==> src/rtl/csr_defs_pkg.sv <==
// Shared CSR numbers, exception codes, csr_op encoding and commit-FSM states
// for the write-back CSR commit controller.
package csr_defs_pkg;

  localparam logic [13:0] CSR_CRMD   = 14'h000;
  localparam logic [13:0] CSR_ECFG   = 14'h004;
  localparam logic [13:0] CSR_ESTAT  = 14'h005;
  localparam logic [13:0] CSR_ERA    = 14'h006;
  localparam logic [13:0] CSR_EENTRY = 14'h00c;

  localparam logic [5:0] ECODE_INT  = 6'h00;
  localparam logic [5:0] ECODE_ADEF = 6'h08;
  localparam logic [5:0] ECODE_ALE  = 6'h09;
  localparam logic [5:0] ECODE_SYS  = 6'h0b;
  localparam logic [5:0] ECODE_BRK  = 6'h0c;
  localparam logic [5:0] ECODE_INE  = 6'h0d;

  // bit positions inside ws_ex_vec = {ale,brk,sys,ine,adef}
  localparam int EX_ADEF = 0;
  localparam int EX_INE  = 1;
  localparam int EX_SYS  = 2;
  localparam int EX_BRK  = 3;
  localparam int EX_ALE  = 4;

  typedef enum logic [1:0] {
    CSR_OP_NONE = 2'b00,
    CSR_OP_RD   = 2'b01,
    CSR_OP_WR   = 2'b10,
    CSR_OP_XCHG = 2'b11
  } csr_op_e;

  localparam logic [0:0] ST_RUN  = 1'b0;
  localparam logic [0:0] ST_HOLD = 1'b1;

  typedef struct packed {
    logic       trap;
    logic [5:0] ecode;
    logic [8:0] esubcode;
  } trap_info_t;

  // Writes to these CSRs can change fetch behaviour, so the next PC must be refetched.
  function automatic logic is_refetch_csr(input logic [13:0] num);
    return (num == CSR_CRMD) || (num == CSR_ECFG) || (num == CSR_ESTAT);
  endfunction

endpackage

==> src/rtl/csr_commit_ctrl_trap_prio_enc.sv <==
// Fixed-priority trap encoder: interrupt first, then ADEF > INE > SYS > BRK > ALE.
// Inputs are expected to be already qualified by the caller.
module trap_prio_enc
  import csr_defs_pkg::*;
(
  input  logic       has_int,
  input  logic [4:0] ex_vec,
  output logic       trap,
  output logic [5:0] ecode,
  output logic [8:0] esubcode
);

  trap_info_t info;

  always_comb begin
    info          = '0;
    info.trap     = has_int | (|ex_vec);
    info.esubcode = 9'd0;
    if (has_int)              info.ecode = ECODE_INT;
    else if (ex_vec[EX_ADEF]) info.ecode = ECODE_ADEF;
    else if (ex_vec[EX_INE])  info.ecode = ECODE_INE;
    else if (ex_vec[EX_SYS])  info.ecode = ECODE_SYS;
    else if (ex_vec[EX_BRK])  info.ecode = ECODE_BRK;
    else if (ex_vec[EX_ALE])  info.ecode = ECODE_ALE;
    else                      info.ecode = 6'd0;
  end

  assign trap     = info.trap;
  assign ecode    = info.ecode;
  assign esubcode = info.esubcode;

endmodule

==> src/rtl/csr_commit_ctrl.sv <==
// WB-stage CSR commit controller: CSR port traffic, trap/ertn reporting and the IF redirect handshake.
// Optional EXC_STAT_EN adds free-running trap statistics counters.
//
// state   | meaning
// --------+-----------------------------------------------------------------
// ST_RUN  | WB instructions retire normally; a redirect event moves to HOLD
// ST_HOLD | flush_req held with a stable flush_pc; WB instructions discarded
module csr_commit_ctrl
  import csr_defs_pkg::*;
#(
  parameter logic [31:0] PC_RESET  = 32'h1c00_0000,
  parameter logic [31:0] WMASK_ALL = 32'hffff_ffff
) (
  input  logic        clk,
  input  logic        reset,
  input  logic        ws_valid,
  input  logic [31:0] ws_pc,
  input  logic [1:0]  ws_csr_op,
  input  logic [13:0] ws_csr_num,
  input  logic [31:0] ws_rd_value,
  input  logic [31:0] ws_rj_value,
  input  logic [4:0]  ws_ex_vec,
  input  logic        ws_ertn,
  input  logic        has_int,
  input  logic [31:0] csr_rvalue,
  input  logic [31:0] ex_entry,
  input  logic [31:0] era_value,
  input  logic        flush_ack,
  output logic [13:0] csr_rnum,
  output logic [13:0] csr_wnum,
  output logic        csr_we,
  output logic [31:0] csr_wvalue,
  output logic [31:0] csr_wmask,
  output logic [31:0] wb_pc,
  output logic        wb_ex,
  output logic [5:0]  wb_ecode,
  output logic [8:0]  wb_esubcode,
  output logic        ertn_flush,
  output logic        ws_commit,
  output logic [31:0] ws_csr_result,
  output logic        flush_req,
  output logic [31:0] flush_pc
`ifdef EXC_STAT_EN
  ,
  output logic [31:0] stat_exc_cnt,
  output logic [31:0] stat_int_cnt
`endif
);

  logic [0:0]  state_q;
  logic [31:0] flush_pc_q;

  csr_op_e     op;
  logic        live;
  logic        trap;
  logic [5:0]  enc_ecode;
  logic [8:0]  enc_esubcode;
  logic        commit;
  logic        refetch;
  logic        redirect;
  logic [31:0] redirect_pc;

  assign op   = csr_op_e'(ws_csr_op);
  assign live = ws_valid & (state_q == ST_RUN);

  // Gating with live keeps an idle or discarded WB stage from ever trapping.
  trap_prio_enc u_trap_prio_enc (
    .has_int  (has_int & live),
    .ex_vec   (ws_ex_vec & {5{live}}),
    .trap     (trap),
    .ecode    (enc_ecode),
    .esubcode (enc_esubcode)
  );

  assign commit = live & ~trap;

  always_comb begin
    csr_rnum      = '0;
    csr_wnum      = '0;
    csr_wvalue    = '0;
    csr_wmask     = '0;
    wb_pc         = '0;
    ws_csr_result = '0;
    if (live) begin
      csr_rnum   = ws_csr_num;
      csr_wnum   = ws_csr_num;
      csr_wvalue = ws_rd_value;
      csr_wmask  = (op == CSR_OP_XCHG) ? ws_rj_value : WMASK_ALL;
      wb_pc      = ws_pc;
      if (op != CSR_OP_NONE) ws_csr_result = csr_rvalue;
    end
  end

  assign csr_we      = commit & ws_csr_op[1];
  assign wb_ex       = trap;
  assign wb_ecode    = trap ? enc_ecode : 6'd0;
  assign wb_esubcode = trap ? enc_esubcode : 9'd0;
  assign ertn_flush  = commit & ws_ertn;
  assign ws_commit   = commit;

  assign refetch  = csr_we & is_refetch_csr(ws_csr_num);
  assign redirect = trap | ertn_flush | refetch;

  always_comb begin
    if (trap)            redirect_pc = ex_entry;
    else if (ertn_flush) redirect_pc = era_value;
    else                 redirect_pc = ws_pc + 32'd4;
  end

  always_ff @(posedge clk) begin
    if (reset) begin
      state_q    <= ST_RUN;
      flush_pc_q <= PC_RESET;
    end else begin
      case (state_q)
        ST_RUN: begin
          if (redirect) begin
            state_q    <= ST_HOLD;
            flush_pc_q <= redirect_pc;
          end
        end
        ST_HOLD: begin
          if (flush_ack) state_q <= ST_RUN;
        end
        default: state_q <= ST_RUN;
      endcase
    end
  end

  assign flush_req = (state_q == ST_HOLD);
  assign flush_pc  = flush_pc_q;

`ifdef EXC_STAT_EN
  logic [31:0] exc_cnt_q;
  logic [31:0] int_cnt_q;

  // Interrupt wins the encoder, so a trap with has_int set counts as an interrupt.
  always_ff @(posedge clk) begin
    if (reset) begin
      exc_cnt_q <= '0;
      int_cnt_q <= '0;
    end else if (trap) begin
      if (has_int) int_cnt_q <= int_cnt_q + 32'd1;
      else         exc_cnt_q <= exc_cnt_q + 32'd1;
    end
  end

  assign stat_exc_cnt = exc_cnt_q;
  assign stat_int_cnt = int_cnt_q;
`endif

endmodule

==> config.mk <==
export PLATFORM = sky130hd
export DESIGN_NAME = csr_commit_ctrl
export DESIGN_NICKNAME = d
export VERILOG_FILES = /design/src/rtl/csr_defs_pkg.sv /design/src/rtl/csr_commit_ctrl_trap_prio_enc.sv /design/src/rtl/csr_commit_ctrl.sv
export SDC_FILE = /design/constraint.sdc
export NUM_CORES = 1
export LEC_CHECK = 0
export BUFFER_PORTS_ARGS = -buffer_cell sky130_fd_sc_hd__buf_2
export CORE_AREA = 2 2 165 167
export CTS_BUF_LIST = sky130_fd_sc_hd__clkbuf_2 sky130_fd_sc_hd__clkbuf_4 sky130_fd_sc_hd__clkbuf_8
export DETAILED_ROUTE_END_ITERATION = 7
export DIE_AREA = 0 0 167 169
export MAX_ROUTING_LAYER = met4
export PLACE_DENSITY_LB_ADDON = 0.08
export SLEW_MARGIN = 20
export SYNTH_ARGS = -nofsm -noshare
export SYNTH_HDL_FRONTEND = slang
export SYNTH_HIERARCHICAL = 1
export SYNTH_SLANG_ARGS = --single-unit
==> constraint.sdc <==
create_clock -name clk -period 3.4 [get_ports clk]
set_input_delay 0.34 -clock clk [delete_from_list [all_inputs] [get_ports clk]]
set_output_delay 0.34 -clock clk [all_outputs]
set_load 0.05 [all_outputs]
==> summary.txt <==
Floorplan
  – Die ar.: approximately 28000 um^2
  – Die width: about 170 um
  – Core Region: around 27000 um^2
  – Initial core utilization: 14.7%
  – IO Count: 427
  – Die height: ~170 um
  – # rows: 60

Place
  – Port Buffer Count: 415
  – Placed insts: about 1300
  – Dpl cell area: about 6200 um^2
  – Pre-CTS setup slack: about 0.6 ns
  – Post-DP HPWL: approximately 20 mm
  – Gpl congestion: between 0.7 and 0.8

Worst setup path
  – Maximum fanout along the worst path: 18
  – CP arrival: around 2.4 ns
  – CP delay by family, top: simple AND/OR/NAND/NOR gates
  – CP Cell Sequence: nor2b_4 > and2_1 > nor4_2 > nand2_2 > buf_4 > nand4bb_1 > inv_1 > buf_2
  – Critical path's largest stage delay: between 0.4 and 0.5 ns
  – Critical path class: register to primary output
  – Worst path bufs/invs: 3
  – WP data required: around 3.1 ns
  – CP max stage cell: dfxtp_2
  – CP endpoint kind: primary output
  – Startpoint Class: register

Global route
  – Total GRT Usage: 16.1%
  – Largest net degree at the start of global routing: 76
  – Total grt overflow: 0
  – Initial antenna violation count: 5
  – First-pass GRT wire length: 33.5 mm
  – Vias in the first global route: between 5000 and 6000

Power and ir drop
  – Lkg Pwr: roughly 3.3 nW
  – PwrDens: ~420 nW/um^2
  – Final Power: between 2 and 3 mW
  – VDD IR max: around 150 uV

STA
  – Sum Neg Setup Slack: 0 ns
  – Final Max Slew Viols: 0
  – Clk_skew: between 0.01 and 0.015 ns
  – Achievable Freq: roughly 0.37 GHz
  – Final setup vio count: 0
  – Final Hold Vio Count: 0
  – Tcrit/Tclk final: between 80% and 90%
  – Fin Hold WS: around 0.29 ns
  – RSZ-0062 raised after global routing: no
  – Minimum clock period after layout: approximately 2.7 ns
  – Worst Setup Slack, final: a little under 0.7 ns
  – Worst-Margin Slew: approximately 0.82 ns
  – Slew margin rel.: 45.2%

Clocking
  – Post-CTS Resized: 0
  – CTS Buf Count: 5
  – Reg clk slew, reported paths: ~0.070 ns
  – Root Driver: clkbuf_8
  – Number of setup buffers added after CTS: 0
  – CTS tree: built
  – Htree depth: 2
  – Clock Sinks: 33
  – Worst skew pair latency: 0.30 ns
  – CTS Buffer Depth: 2
  – CTS Hold Bufs: 0

Drt
  – Vias per cell: approximately 4
  – Routed Antenna Nets: 0
  – Total wire length: about 24 mm
  – First drt pass iteration count: 4
  – Iter 0 DRT Violations: around 230
  – Avg WL per Cell: between 15 and 20 um
  – Residual DRC: 0
  – Vias after detailed routing: between 5000 and 6000

Synthesis
  – Count of different cell masters after synthesis: 58
  – Yosys reg bits: 33
  – Area share of the leading cell type in the synthesized netlist: between 20% and 30%
  – Top post-synthesis cells by area: and2_1 21%, dfxtp_1 17%, nor2_1 9.3%
  – Post-synth ARST share: 0%
  – Sequential area share after synthesis: approximately 17%
  – Netlist Area Pre-Place: about 4000 um^2
  – Yosys top cell by area: and2_1
  – Post-synth top cells: 130 x and2_1, 96 x nor2_1, 42 x nand2_1
  – Post-synth top flop: dfxtp_1
  – Most frequent cell after synthesis: and2_1
  – Syn avg cell area: around 6.4 um^2
  – Ys Warns: 6
  – EDFF count, synth: 0
  – Synthesized instance count: 603

Finish
  – Sequential cell area: around 660 um^2
  – Nets: 1199
  – Final-layout fill cell count: ~3100
  – Layout area overhead: 62.7%
  – Multi-input gate area: 2890 um^2
  – Share of cells above drive strength 1: between 40% and 50%
  – Utilization after layout: a little under a quarter
  – Final std cells w/o fill: 1326
  – Final Instance Area: roughly 6300 um^2

Flow run
  – Max Cap Violations: 0

Hold path
  – Worst Hold Class: input port to register

Outcome
  – Outcome: finished, final reports clean
==> worst min-delay path, cell delays in order <==
cell	delay (ns)
buf_2	0.07
nand2b_1	0.08
a21oi_1	0.06
==> worst paths after layout <==
kind | endpoint | slack [ns] | startpoint | cells after the start
setup / recovery | ertn_flush | 0.68 | flush_req | 8
hold reg to reg | flush_pc[13] | 0.45 | flush_pc[13] | 2
setup reg to reg | flush_pc[30] | 0.78 | flush_req | 10
hold / removal | flush_req | 0.29 | flush_ack | 3
==> kinds of logic after synthesis <==
logic type               after synthesis  synth area share, %
other                                  1               0.0965
AO/OA/AOI/OAI                        130                 21.6
AND/OR/NAND/NOR                      344                 47.0
multiplexers                           8                 2.06
flip-flops                            33                 17.0
XOR/XNOR                               8                 1.80
buffers and inverters                 78                 10.1
adder cells (fa/ha/maj)                1                0.322
==> layout make-up <==
| cell class | count | share of cell area, % |
|---|---|---|
| antenna | 5 | 0.198 |
| clock buffer | 5 | 1.09 |
| clock inverter | 3 | 0.732 |
| multi-input combinational | 502 | 45.7 |
| timing repair buffer | 430 | 34.6 |
| tap | 341 | 6.75 |
| sequential | 33 | 10.5 |
| inverter | 7 | 0.415 |
==> cell usage in the layout (no fill, tap or decap), types with 3 or more instances in the layout <==
cell type / netlist / final
a31oi_1: 3 / 3
or3_1: 5 / 5
a211o_1: 3 / 3
and3_1: 10 / 9
a211oi_1: 7 / 7
o21a_1: 6 / 6
buf_4: 25 / 15
dfxtp_1: 33 / 32
mux2i_1: 8 / 8
and2_1: 130 / 130
nand3_1: 14 / 14
nor4_1: 6 / 6
xor2_1: 4 / 4
o21ai_0: 36 / 36
nand4_1: 6 / 6
buf_2: 6 / 415
o31a_1: 4 / 4
and4_1: 4 / 4
inv_1: 7 / 7
o211ai_1: 5 / 5
o22ai_1: 3 / 3
xnor2_1: 4 / 4
clkbuf_8: 0 / 5
nor2_1: 96 / 95
nor3_1: 11 / 11
diode_2: 0 / 5
a311oi_1: 8 / 8
or4_1: 5 / 5
nor2b_1: 4 / 3
a21oi_1: 36 / 36
nand2_1: 42 / 41
conb_1: 1 / 11
==> state kept, by name, summed over array words and instances, names as in the netlist <==
signal,cells
flush_pc,32
flush_req,1
==> per-layer routing <==
layer	wire (um)	share of wire, %	vias up	track usage, %
met2	11900	50	210	28.3
met5	0	0	-	-
li1	-	-	2798	-
met4	418	1.8	0	3.90
met1	10300	43	2419	19.6
met3	1100	4.7	23	2.08
==> report_power, final <==
part,internal (mW),switching (mW)
clock network,0.220,0.173
registers,0.452,0.0408
logic,0.438,1.32
total,1.11,1.54
No activity file was read; power rests on OpenSTA's default activity.
